==> src/rtl/alarm_controller_if.sv <==
`default_nettype none
// ============================================================================
// Module      : alarm_controller_if
// Description : Time-of-day, alarm programming and control bundle for the
//               alarm stage downstream of the digital clock counter.
// Revision    : 1.0
// ============================================================================
interface alarm_controller_if;
    logic [4:0] hours;
    logic [5:0] minutes;
    logic [5:0] seconds;
    logic       set_alarm;
    logic [4:0] alarm_hours_in;
    logic [5:0] alarm_minutes_in;
    logic       alarm_enable;
    logic       snooze;
    logic       stop;
    logic       alarm_on;
    logic       snoozing;
    logic [1:0] snooze_count;
    logic [4:0] alarm_hours;
    logic [5:0] alarm_minutes;
    logic       set_err;

    modport master (
        output hours, minutes, seconds, set_alarm, alarm_hours_in,
               alarm_minutes_in, alarm_enable, snooze, stop,
        input  alarm_on, snoozing, snooze_count, alarm_hours, alarm_minutes,
               set_err
    );

    modport slave (
        input  hours, minutes, seconds, set_alarm, alarm_hours_in,
               alarm_minutes_in, alarm_enable, snooze, stop,
        output alarm_on, snoozing, snooze_count, alarm_hours, alarm_minutes,
               set_err
    );
endinterface
`default_nettype wire

==> src/rtl/alarm_controller.sv <==
`default_nettype none
// ============================================================================
// Module      : alarm_controller
// Description : Programmable alarm with timed ring-out, stop and bounded snooze.
// Revision    : 1.0
// ============================================================================
module alarm_controller #(
    parameter int RING_SECS   = 60,
    parameter int SNOOZE_SECS = 300,
    parameter int MAX_SNOOZES = 3
) (
    input  wire logic          Clk_1sec,
    input  wire logic          reset,
    alarm_controller_if.slave  bus
);
    // One-hot-style encoding so each status output is a flop bit directly
    localparam logic [1:0] c_IDLE    = 2'b00;
    localparam logic [1:0] c_RINGING = 2'b01;
    localparam logic [1:0] c_SNOOZE  = 2'b10;

    localparam logic [8:0] c_RING_LOAD   = 9'(RING_SECS - 1);
    localparam logic [8:0] c_SNOOZE_LOAD = 9'(SNOOZE_SECS - 1);
    localparam logic [1:0] c_MAX_SNOOZES = 2'(MAX_SNOOZES);

    logic [1:0] r_state,         w_state_nxt;
    logic [8:0] r_ring_cnt,      w_ring_cnt_nxt;
    logic [8:0] r_snz_cnt,       w_snz_cnt_nxt;
    logic [1:0] r_snooze_count,  w_snooze_count_nxt;
    logic [4:0] r_alarm_hours,   w_alarm_hours_nxt;
    logic [5:0] r_alarm_minutes, w_alarm_minutes_nxt;
    logic       r_set_err,       w_set_err_nxt;
    logic       w_set_valid;
    logic       w_match;

    always_ff @(posedge Clk_1sec) begin
        if (reset) begin
            r_state         <= c_IDLE;
            r_ring_cnt      <= '0;
            r_snz_cnt       <= '0;
            r_snooze_count  <= '0;
            r_alarm_hours   <= '0;
            r_alarm_minutes <= '0;
            r_set_err       <= 1'b0;
        end else begin
            r_state         <= w_state_nxt;
            r_ring_cnt      <= w_ring_cnt_nxt;
            r_snz_cnt       <= w_snz_cnt_nxt;
            r_snooze_count  <= w_snooze_count_nxt;
            r_alarm_hours   <= w_alarm_hours_nxt;
            r_alarm_minutes <= w_alarm_minutes_nxt;
            r_set_err       <= w_set_err_nxt;
        end
    end

    always_comb begin
        w_state_nxt         = r_state;
        w_ring_cnt_nxt      = r_ring_cnt;
        w_snz_cnt_nxt       = r_snz_cnt;
        w_snooze_count_nxt  = r_snooze_count;
        w_alarm_hours_nxt   = r_alarm_hours;
        w_alarm_minutes_nxt = r_alarm_minutes;
        w_set_err_nxt       = 1'b0;
        w_set_valid = (bus.alarm_hours_in <= 5'd23) && (bus.alarm_minutes_in <= 6'd59);
        w_match     = (bus.hours == r_alarm_hours) && (bus.minutes == r_alarm_minutes)
                   && (bus.seconds == 6'd0);

        if (bus.set_alarm && w_set_valid) begin
            w_alarm_hours_nxt   = bus.alarm_hours_in;
            w_alarm_minutes_nxt = bus.alarm_minutes_in;
            w_state_nxt         = c_IDLE;
        end else begin
            // A rejected load only flags the error; the FSM carries on normally
            w_set_err_nxt = bus.set_alarm;
            if (!bus.alarm_enable || bus.stop) begin
                w_state_nxt = c_IDLE;
            end else begin
                case (r_state)
                    c_IDLE: begin
                        if (w_match) begin
                            w_state_nxt    = c_RINGING;
                            w_ring_cnt_nxt = c_RING_LOAD;
                        end
                    end
                    c_RINGING: begin
                        if (bus.snooze && (r_snooze_count < c_MAX_SNOOZES)) begin
                            w_state_nxt        = c_SNOOZE;
                            w_snooze_count_nxt = r_snooze_count + 2'd1;
                            w_snz_cnt_nxt      = c_SNOOZE_LOAD;
                        end else if (r_ring_cnt == 9'd0) begin
                            w_state_nxt = c_IDLE;
                        end else begin
                            w_ring_cnt_nxt = r_ring_cnt - 9'd1;
                        end
                    end
                    c_SNOOZE: begin
                        if (r_snz_cnt == 9'd0) begin
                            w_state_nxt    = c_RINGING;
                            w_ring_cnt_nxt = c_RING_LOAD;
                        end else begin
                            w_snz_cnt_nxt = r_snz_cnt - 9'd1;
                        end
                    end
                    default: w_state_nxt = c_IDLE;
                endcase
            end
        end

        if (w_state_nxt == c_IDLE) begin
            w_snooze_count_nxt = 2'd0;
        end
    end

    always_comb begin
        bus.alarm_on      = r_state[0];
        bus.snoozing      = r_state[1];
        bus.snooze_count  = r_snooze_count;
        bus.alarm_hours   = r_alarm_hours;
        bus.alarm_minutes = r_alarm_minutes;
        bus.set_err       = r_set_err;
    end
endmodule
`default_nettype wire
==> src/flat_wrapper.sv <==
// flat-port wrapper written by rule: the top's interface ports become plain ports
module alarm_controller_flat 
#(
    parameter int RING_SECS   = 60,
    parameter int SNOOZE_SECS = 300,
    parameter int MAX_SNOOZES = 3
)
  (Clk_1sec, reset, bus_hours, bus_minutes, bus_seconds, bus_set_alarm, bus_alarm_hours_in, bus_alarm_minutes_in, bus_alarm_enable, bus_snooze, bus_stop, bus_alarm_on, bus_snoozing, bus_snooze_count, bus_alarm_hours, bus_alarm_minutes, bus_set_err);
  alarm_controller_if bus_i ();
  input  wire logic Clk_1sec;
  input  wire logic reset;
  input wire logic [$bits(bus_i.hours)-1:0] bus_hours;
  input wire logic [$bits(bus_i.minutes)-1:0] bus_minutes;
  input wire logic [$bits(bus_i.seconds)-1:0] bus_seconds;
  input wire logic [$bits(bus_i.set_alarm)-1:0] bus_set_alarm;
  input wire logic [$bits(bus_i.alarm_hours_in)-1:0] bus_alarm_hours_in;
  input wire logic [$bits(bus_i.alarm_minutes_in)-1:0] bus_alarm_minutes_in;
  input wire logic [$bits(bus_i.alarm_enable)-1:0] bus_alarm_enable;
  input wire logic [$bits(bus_i.snooze)-1:0] bus_snooze;
  input wire logic [$bits(bus_i.stop)-1:0] bus_stop;
  output wire logic [$bits(bus_i.alarm_on)-1:0] bus_alarm_on;
  output wire logic [$bits(bus_i.snoozing)-1:0] bus_snoozing;
  output wire logic [$bits(bus_i.snooze_count)-1:0] bus_snooze_count;
  output wire logic [$bits(bus_i.alarm_hours)-1:0] bus_alarm_hours;
  output wire logic [$bits(bus_i.alarm_minutes)-1:0] bus_alarm_minutes;
  output wire logic [$bits(bus_i.set_err)-1:0] bus_set_err;
  assign bus_i.hours = bus_hours;
  assign bus_i.minutes = bus_minutes;
  assign bus_i.seconds = bus_seconds;
  assign bus_i.set_alarm = bus_set_alarm;
  assign bus_i.alarm_hours_in = bus_alarm_hours_in;
  assign bus_i.alarm_minutes_in = bus_alarm_minutes_in;
  assign bus_i.alarm_enable = bus_alarm_enable;
  assign bus_i.snooze = bus_snooze;
  assign bus_i.stop = bus_stop;
  assign bus_alarm_on = bus_i.alarm_on;
  assign bus_snoozing = bus_i.snoozing;
  assign bus_snooze_count = bus_i.snooze_count;
  assign bus_alarm_hours = bus_i.alarm_hours;
  assign bus_alarm_minutes = bus_i.alarm_minutes;
  assign bus_set_err = bus_i.set_err;
  alarm_controller #(.RING_SECS(RING_SECS), .SNOOZE_SECS(SNOOZE_SECS), .MAX_SNOOZES(MAX_SNOOZES)) u_core (.Clk_1sec(Clk_1sec), .reset(reset), .bus(bus_i));
endmodule
==> config.mk <==
export PLATFORM = sky130hd
export DESIGN_NAME = alarm_controller_flat
export DESIGN_NICKNAME = d
export VERILOG_FILES = /design/src/rtl/alarm_controller_if.sv /design/src/rtl/alarm_controller.sv /design/src/flat_wrapper.sv
export SDC_FILE = /design/constraint.sdc
export NUM_CORES = 1
export LEC_CHECK = 0
export BUFFER_PORTS_ARGS = -buffer_cell sky130_fd_sc_hd__buf_2
export CAP_MARGIN = 20
export CORE_MARGIN = 2
export CORE_UTILIZATION = 35
export DETAILED_ROUTE_END_ITERATION = 10
export GPL_TIMING_DRIVEN = 0
export PLACE_DENSITY = 0.55
export SLEW_MARGIN = 30
export SYNTH_ARGS = -nofsm -noshare
export SYNTH_HDL_FRONTEND = slang
export SYNTH_SLANG_ARGS = --single-unit
==> constraint.sdc <==
create_clock -name Clk_1sec -period 1.8 [get_ports Clk_1sec]
set_input_delay 0.36 -clock Clk_1sec [delete_from_list [all_inputs] [get_ports Clk_1sec]]
set_output_delay 0.36 -clock Clk_1sec [all_outputs]
set_load 0.02 [all_outputs]
==> reports/metrics.csv, run 1 <==
metric,value,unit
fraction of registers with async set/reset,0,
Mean Syn Cell Area,8.10,um2
Die W,80.5,um
Yosys reg bits,34,
synth warn,0,
GRT Residual Overflow,0,
via count of the first global-routing pass,1955,
Hold WC Path Type,primary input to flip-flop,
Startpoint Class,flip-flop,
first-pass GRT wire length,9500,um
n_diodes,0,
Finished Cell Area,0.00276,mm2
num rows,27,
largest family of logic cells by synthesized area,simple AND/OR/NAND/NOR gates,
DRC viols,0,
kind of critical path,flip-flop to flip-flop,
clock skew,0.00895,ns
Synth Area in Compound Gates,0.231,
largest net degree at the start of global routing,11,
Fill cells,553,
Critical Path Sink Type,flip-flop,
CTS Root Cell,clkbuf_8,
TNS Setup,-0.244,ns
"Top FF cell, synth",dfxtp_1,
Post-synth EDFFs,0,
final setup fails,5,
unrepaired setup endpoints after global routing,true,
Synth-to-Final Area Change,34.6,%
post-synthesis mux area share,0.00488,
Layout Cells excl Fill,389,
"most used cell, CP",nor2_1,
die area,0.00648,mm2
hold slack final,0.310,ns
Util after Layout,0.495,
max capacitance violation total,0,
"antenna viol nets, final",0,
largest fanout on the critical path,4,
failing checks,negative setup slack,
"Seq/Total Area, Yosys",0.332,
Critical Path Max Stage Delay,0.41,ns
drt via density,5.34,
Core Region,0.00557,mm2
Least-Margin Pin Slew,0.701,ns
IO Count,50,
1st-iter DRT viols,195,
initial antenna violation count,0,
CTS tree,yes,
H-Tree Depth,2,
drt total wl,5690,um
Die Y,80.5,um
cells along the critical path,inv_2 > ha_4 > nor4b_4 > a2111oi_4 > nor2_1 > o311ai_2 > a41oi_2 > nor2_1,
CP max stage cell,a2111oi_4,
fmax,534,MHz
# hold bufs at CTS,0,
Period minus WS final,1.87,ns
Post-Synth XOR/XNOR Area,0.0513,
CTS Buf Count,5,
Skew-Pair Late Insertion Delay,0.29,ns
final worst slack,-0.0736,ns
slew margin rel.,0.529,
Mapped Cells,253,
"Hold Violations, Final",0,
total power,1.57,mW
dpl cells,373,
Area after DPL,0.00240,mm2
most frequent cells in the layout,"50 x buf_2, 32 x nand2_1, 27 x dfxtp_1",
initial core utilization,0.368,
"Net Count, Synth",296,
total track usage,0.190,
Layout Nets,359,
PD cells,571,mW/mm2
WP data arrival,2.10,ns
Adder-Cell Fraction of Synth Area,0.0549,
GP Congestion,0.846,
vias,2076,
"Slew Viols, Final",0,
Setup WS pre-CTS,-0.306,ns
"commonest non-fill, non-tap cell in the layout",buf_2,
CTS clock-pin slew for the worst setup and hold paths,0.07,ns
Pleak,1.08,nW
post-DP HPWL,4040,um
status,finished with violations,
library cells used by synthesis,52,
Final Cycle Share,1.04,
Syn Std Cell Area,0.00205,mm2
DRT Pass-1 Iters,4,
simple-gate area share of the yosys netlist,0.278,
drt wl/cell,14.6,um
VDD IR max,0.372,mV
share of layout cells above drive strength 1,0.385,
CTS Buffer Depth,2,
IO Port Bufs,48,
critical path data required time,2.03,ns
CTS sink count,34,
state kept, by name, summed over array words and instances, names as in the netlist:
name                      count
u_core.r_state                2
u_core.bus.alarm_minutes      6
u_core.r_snz_cnt              9
u_core.bus.set_err            1
u_core.r_ring_cnt             9
u_core.bus.snooze_count       2
u_core.bus.alarm_hours        5
synth_stat cells (all sizes together) (3+ instances only):
master,number,area (um2)
dfxtp,34,681
nand2,32,120
a21oi,31,163
nor2,20,75.1
nand3,15,75.1
inv,12,45.0
ha,9,113
nor3,9,61.3
o21ai,8,40.0
clkbuf,7,26.3
nand2b,6,37.5
xnor2,6,52.6
xor2,6,52.6
nor4,5,52.6
buf,4,26.3
nand4,4,25.0
a211oi,3,37.5
a41oi,3,26.3
nor2b,3,18.8
nor4b,3,38.8
o211ai,3,27.5
final cells by class:
type	count	area, um2	area share
clock buffer	7	86.3	0.0313
clock inverter	1	5.00	0.00181
buffer	9	46.3	0.0168
tap	72	90.1	0.0327
multi-input combinational	196	1460	0.529
timing repair buffer	58	320	0.116
sequential	34	694	0.252
inverter	12	55.1	0.0200
critical path, delay by kind of cell, from the launching register on:
family / cells / cell delay [ns]
AOI/OAI and AO/OA: 3 / 0.88
DFF: 1 / 0.36
and+or+nand+nor: 3 / 0.36
adders and majority gates: 1 / 0.14
buffers and inverters: 1 / 0.05
cells by family after synthesis:
group / Yosys count
compound gates: 68
buf+inv: 23
fa+ha+maj: 9
mux: 1
simple gates: 106
flops: 34
xor+xnor: 12
repair_timing:
item	4_1_cts	5_1_grt
setup endpoints to repair	20	21
setup buffers	5	3
cloned	1	1
pin swaps	22	18
resized for setup	30	25
where the power goes:
| part | internal (mW) | leakage (nW) | switching (mW) |
|---|---|---|---|
| Combinational | 0.0789 | 0.752 | 0.117 |
| Clock | 0.309 | 0.0482 | 0.292 |
| Sequential | 0.765 | 0.279 | 0.0133 |
layer usage:
metal  wire (um)  up-vias  GRT usage  part of all wire
met5           0        -          0                 0
met4          83        0     0.0661             0.015
met3         262        8     0.0393             0.046
met2        2610       59      0.287              0.46
met1        2730      971      0.266              0.48
li1            -     1038          -                 -
final timing paths:
kind | to | slack (ns) | from | depth (start not counted)
worst max register to register | u_core.bus.snooze_count[1]$_SDFFE_PP0P_ | -0.07 | u_core.r_ring_cnt[0]$_SDFFE_PP0P_ | 8
worst min register to register | u_core.bus.alarm_minutes[0]$_SDFFE_PP0P_ | 0.47 | u_core.bus.alarm_minutes[0]$_SDFFE_PP0P_ | 2
worst min-delay path | u_core.bus.alarm_minutes[1]$_SDFFE_PP0P_ | 0.31 | bus_alarm_minutes_in[1] | 3
worst max-delay path | u_core.bus.snooze_count[1]$_SDFFE_PP0P_ | -0.07 | u_core.r_ring_cnt[0]$_SDFFE_PP0P_ | 8
(Power assumes the default switching activity.)
==> run 2: changes to the inputs <==
TNS_END_PERCENT = 1   (was unset)
==> run 2 against run 1 <==
Compared with the run above: the run still ends with negative setup slack left; sequential share of layout area rose by 0.18 points; cell count rose by 1.0%; clock power grew 19%; cell area is 0.91% lower; critical endpoint is now u_core.r_ring_cnt[3]$_SDFFE_PP0P_; largest power group unchanged; highest routed layer unchanged.
==> reports/metrics.csv, run 2 (synthesis gave the netlist of run 1 again) <==
metric,value,unit,change
clock skew,0.00949,ns,+0.000540 ns
n_diodes,0,,unchanged
HP Start,bus_alarm_minutes_in[1],,
CTS Root Cell,clkbuf_8,,
fmax,539,MHz,+0.92%
VDD IR max,0.387,mV,+4.2%
Area after DPL,0.00240,mm2,unchanged
failing checks,negative setup slack,,
Skew-Pair Late Insertion Delay,0.30,ns,about the same
# hold bufs at CTS,0,,unchanged
DRT Pass-1 Iters,4,,unchanged
Die Y,80.5,um,unchanged
critical path data required time,1.94,ns,-0.09 ns
status,finished with violations,,
Fill cells,548,,-0.90%
final worst slack,-0.0566,ns,+0.0170 ns
PD cells,616,mW/mm2,+7.9%
"commonest non-fill, non-tap cell in the layout",buf_2,,
post-DP HPWL,4000,um,-1.1%
drt via density,5.23,,-2.0%
Critical Path Sink Type,flip-flop,,
Core Region,0.00557,mm2,unchanged
largest net degree at the start of global routing,12,,+1
via count of the first global-routing pass,1952,,-0.15%
GP Congestion,0.810,,-4.3%
final setup fails,10,,+5
DRC viols,0,,unchanged
WP data arrival,2.00,ns,-0.10 ns
Util after Layout,0.490,,-0.00449
max capacitance violation total,0,,unchanged
Period minus WS final,1.86,ns,-0.0170 ns
CTS clock-pin slew for the worst setup and hold paths,0.07,ns,about the same
Synth-to-Final Area Change,33.3,%,
initial core utilization,0.368,,unchanged
Final Cycle Share,1.03,,-0.00944
reg2reg end,u_core.r_ring_cnt[3]$_SDFFE_PP0P_,,
FF-to-FF path depth,6,,-2
Startpoint Class,flip-flop,,
largest fanout on the critical path,5,,+1
first-pass GRT wire length,9490,um,about the same
Pleak,1.08,nW,+0.21%
CTS Buf Count,5,,unchanged
CTS tree,yes,,
IO Count,50,,unchanged
CTS sink count,34,,unchanged
"Hold Violations, Final",0,,unchanged
drt total wl,5590,um,-1.7%
H-Tree Depth,2,,unchanged
num rows,27,,unchanged
worst min-delay path endpoint,u_core.bus.alarm_minutes[1]$_SDFFE_PP0P_,,
initial antenna violation count,0,,unchanged
total track usage,0.189,,-0.000515
total power,1.68,mW,+6.9%
Layout Nets,363,,+1.1%
reg2reg setup slack,-0.06,ns,+0.02 ns
slew margin rel.,0.531,,+0.00158
Critical R2R Launch,u_core.bus.alarm_minutes[1]$_SDFFE_PP0P_,,
CTS Buffer Depth,2,,unchanged
Die W,80.5,um,unchanged
kind of critical path,flip-flop to flip-flop,,
Finished Cell Area,0.00273,mm2,-0.91%
"antenna viol nets, final",0,,unchanged
most frequent cells in the layout,"48 x buf_2, 31 x nand2_1, 27 x a21oi_1",,
IO Port Bufs,48,,unchanged
1st-iter DRT viols,178,,-8.7%
vias,2056,,-0.96%
GRT Residual Overflow,0,,unchanged
drt wl/cell,14.2,um,-2.7%
unrepaired setup endpoints after global routing,true,,
Least-Margin Pin Slew,0.698,ns,-0.00235 ns
die area,0.00648,mm2,unchanged
"Slew Viols, Final",0,,unchanged
Min-Delay Path Depth,3,,unchanged
share of layout cells above drive strength 1,0.377,,-0.00791
Hold WC Path Type,primary input to flip-flop,,
## run 2: changes by cell type in the layout (fill, tap and decap cells not counted), moves of 2 or more
cell	previous run	this run
a21oi_1	23	27
a21oi_2	8	4
buf_2	50	48
buf_4	8	14
dfxtp_2	5	7
nor4_4	3	1
## run 2: timing repair
item,in CTS,in global routing
setup endpoints to repair,20,21
pin swaps,16,11
resized for setup,30,15
buffers inserted,12,0
endpoints found under the hold margin,0,0
gates cloned,1,0
## run 2: critical path: stages, from the launching register on
cell      delay [ns]
dfxtp_2         0.33
xor2_1          0.16
nor4_2          0.37
a31oi_2         0.20
nor4_2          0.29
and2_4          0.24
a311oi_2        0.10
## run 2: power by group
group / internal (mW) / switching (mW) / total [mW] / leakage, nW
Sequential: 0.766 / 0.0125 / 0.779 / 0.280
Combinational: 0.0792 / 0.109 / 0.188 / 0.751
Clock: 0.413 / 0.303 / 0.716 / 0.0514
## run 2: worst max path at each step
stage	start	endpoint	slack (ns)
after floorplan	bus_seconds[3]	u_core.r_ring_cnt[8]$_SDFFE_PP0P_	-0.01
after global placement	u_core.r_ring_cnt[0]$_SDFFE_PP0P_	u_core.bus.snooze_count[0]$_SDFFE_PP0P_	-0.32
after detailed placement	u_core.r_ring_cnt[0]$_SDFFE_PP0P_	u_core.bus.snooze_count[1]$_SDFFE_PP0P_	-0.34
after CTS	u_core.bus.alarm_minutes[0]$_SDFFE_PP0P_	u_core.r_ring_cnt[5]$_SDFFE_PP0P_	-0.07
after global routing	u_core.r_ring_cnt[0]$_SDFFE_PP0P_	u_core.r_ring_cnt[4]$_SDFFE_PP0P_	-0.20
final	u_core.bus.alarm_minutes[1]$_SDFFE_PP0P_	u_core.r_ring_cnt[3]$_SDFFE_PP0P_	-0.06
## run 2: final cells by class
class                           count  area (um2)  area share
Multi-Input combinational cell    196        1390       0.508
Clock buffer                        6        72.6      0.0266
Timing Repair Buffer               61         338       0.124
Sequential cell                    34         693       0.254
Tap cell                           72        90.1      0.0330
Buffer                             10        60.1      0.0220
Inverter                           12        52.6      0.0192
Clock inverter                      2        37.5      0.0137
## run 2: per-layer routing
metal	track usage	vias up	wire [um]
met2	0.307	62	2510
met3	0.0449	4	325
met4	0.0492	0	38
met5	0	-	0
li1	-	1046	-
met1	0.252	944	2710
## run 2: per-stage QoR
stage / hold slack, ns / setup TNS (ns) / worst slack (ns) / instances
3_3_place_gp: 0.468 / -4.73 / -0.321 / 373
6_report: 0.303 / -0.270 / -0.0566 / 393
2_1_floorplan: 0.444 / -0.0273 / -0.0149 / 253
4_1_cts: 0.301 / -0.559 / -0.0712 / 393
3_5_place_dp: 0.473 / -4.82 / -0.343 / 373
5_1_grt: 0.310 / -1.80 / -0.201 / 393
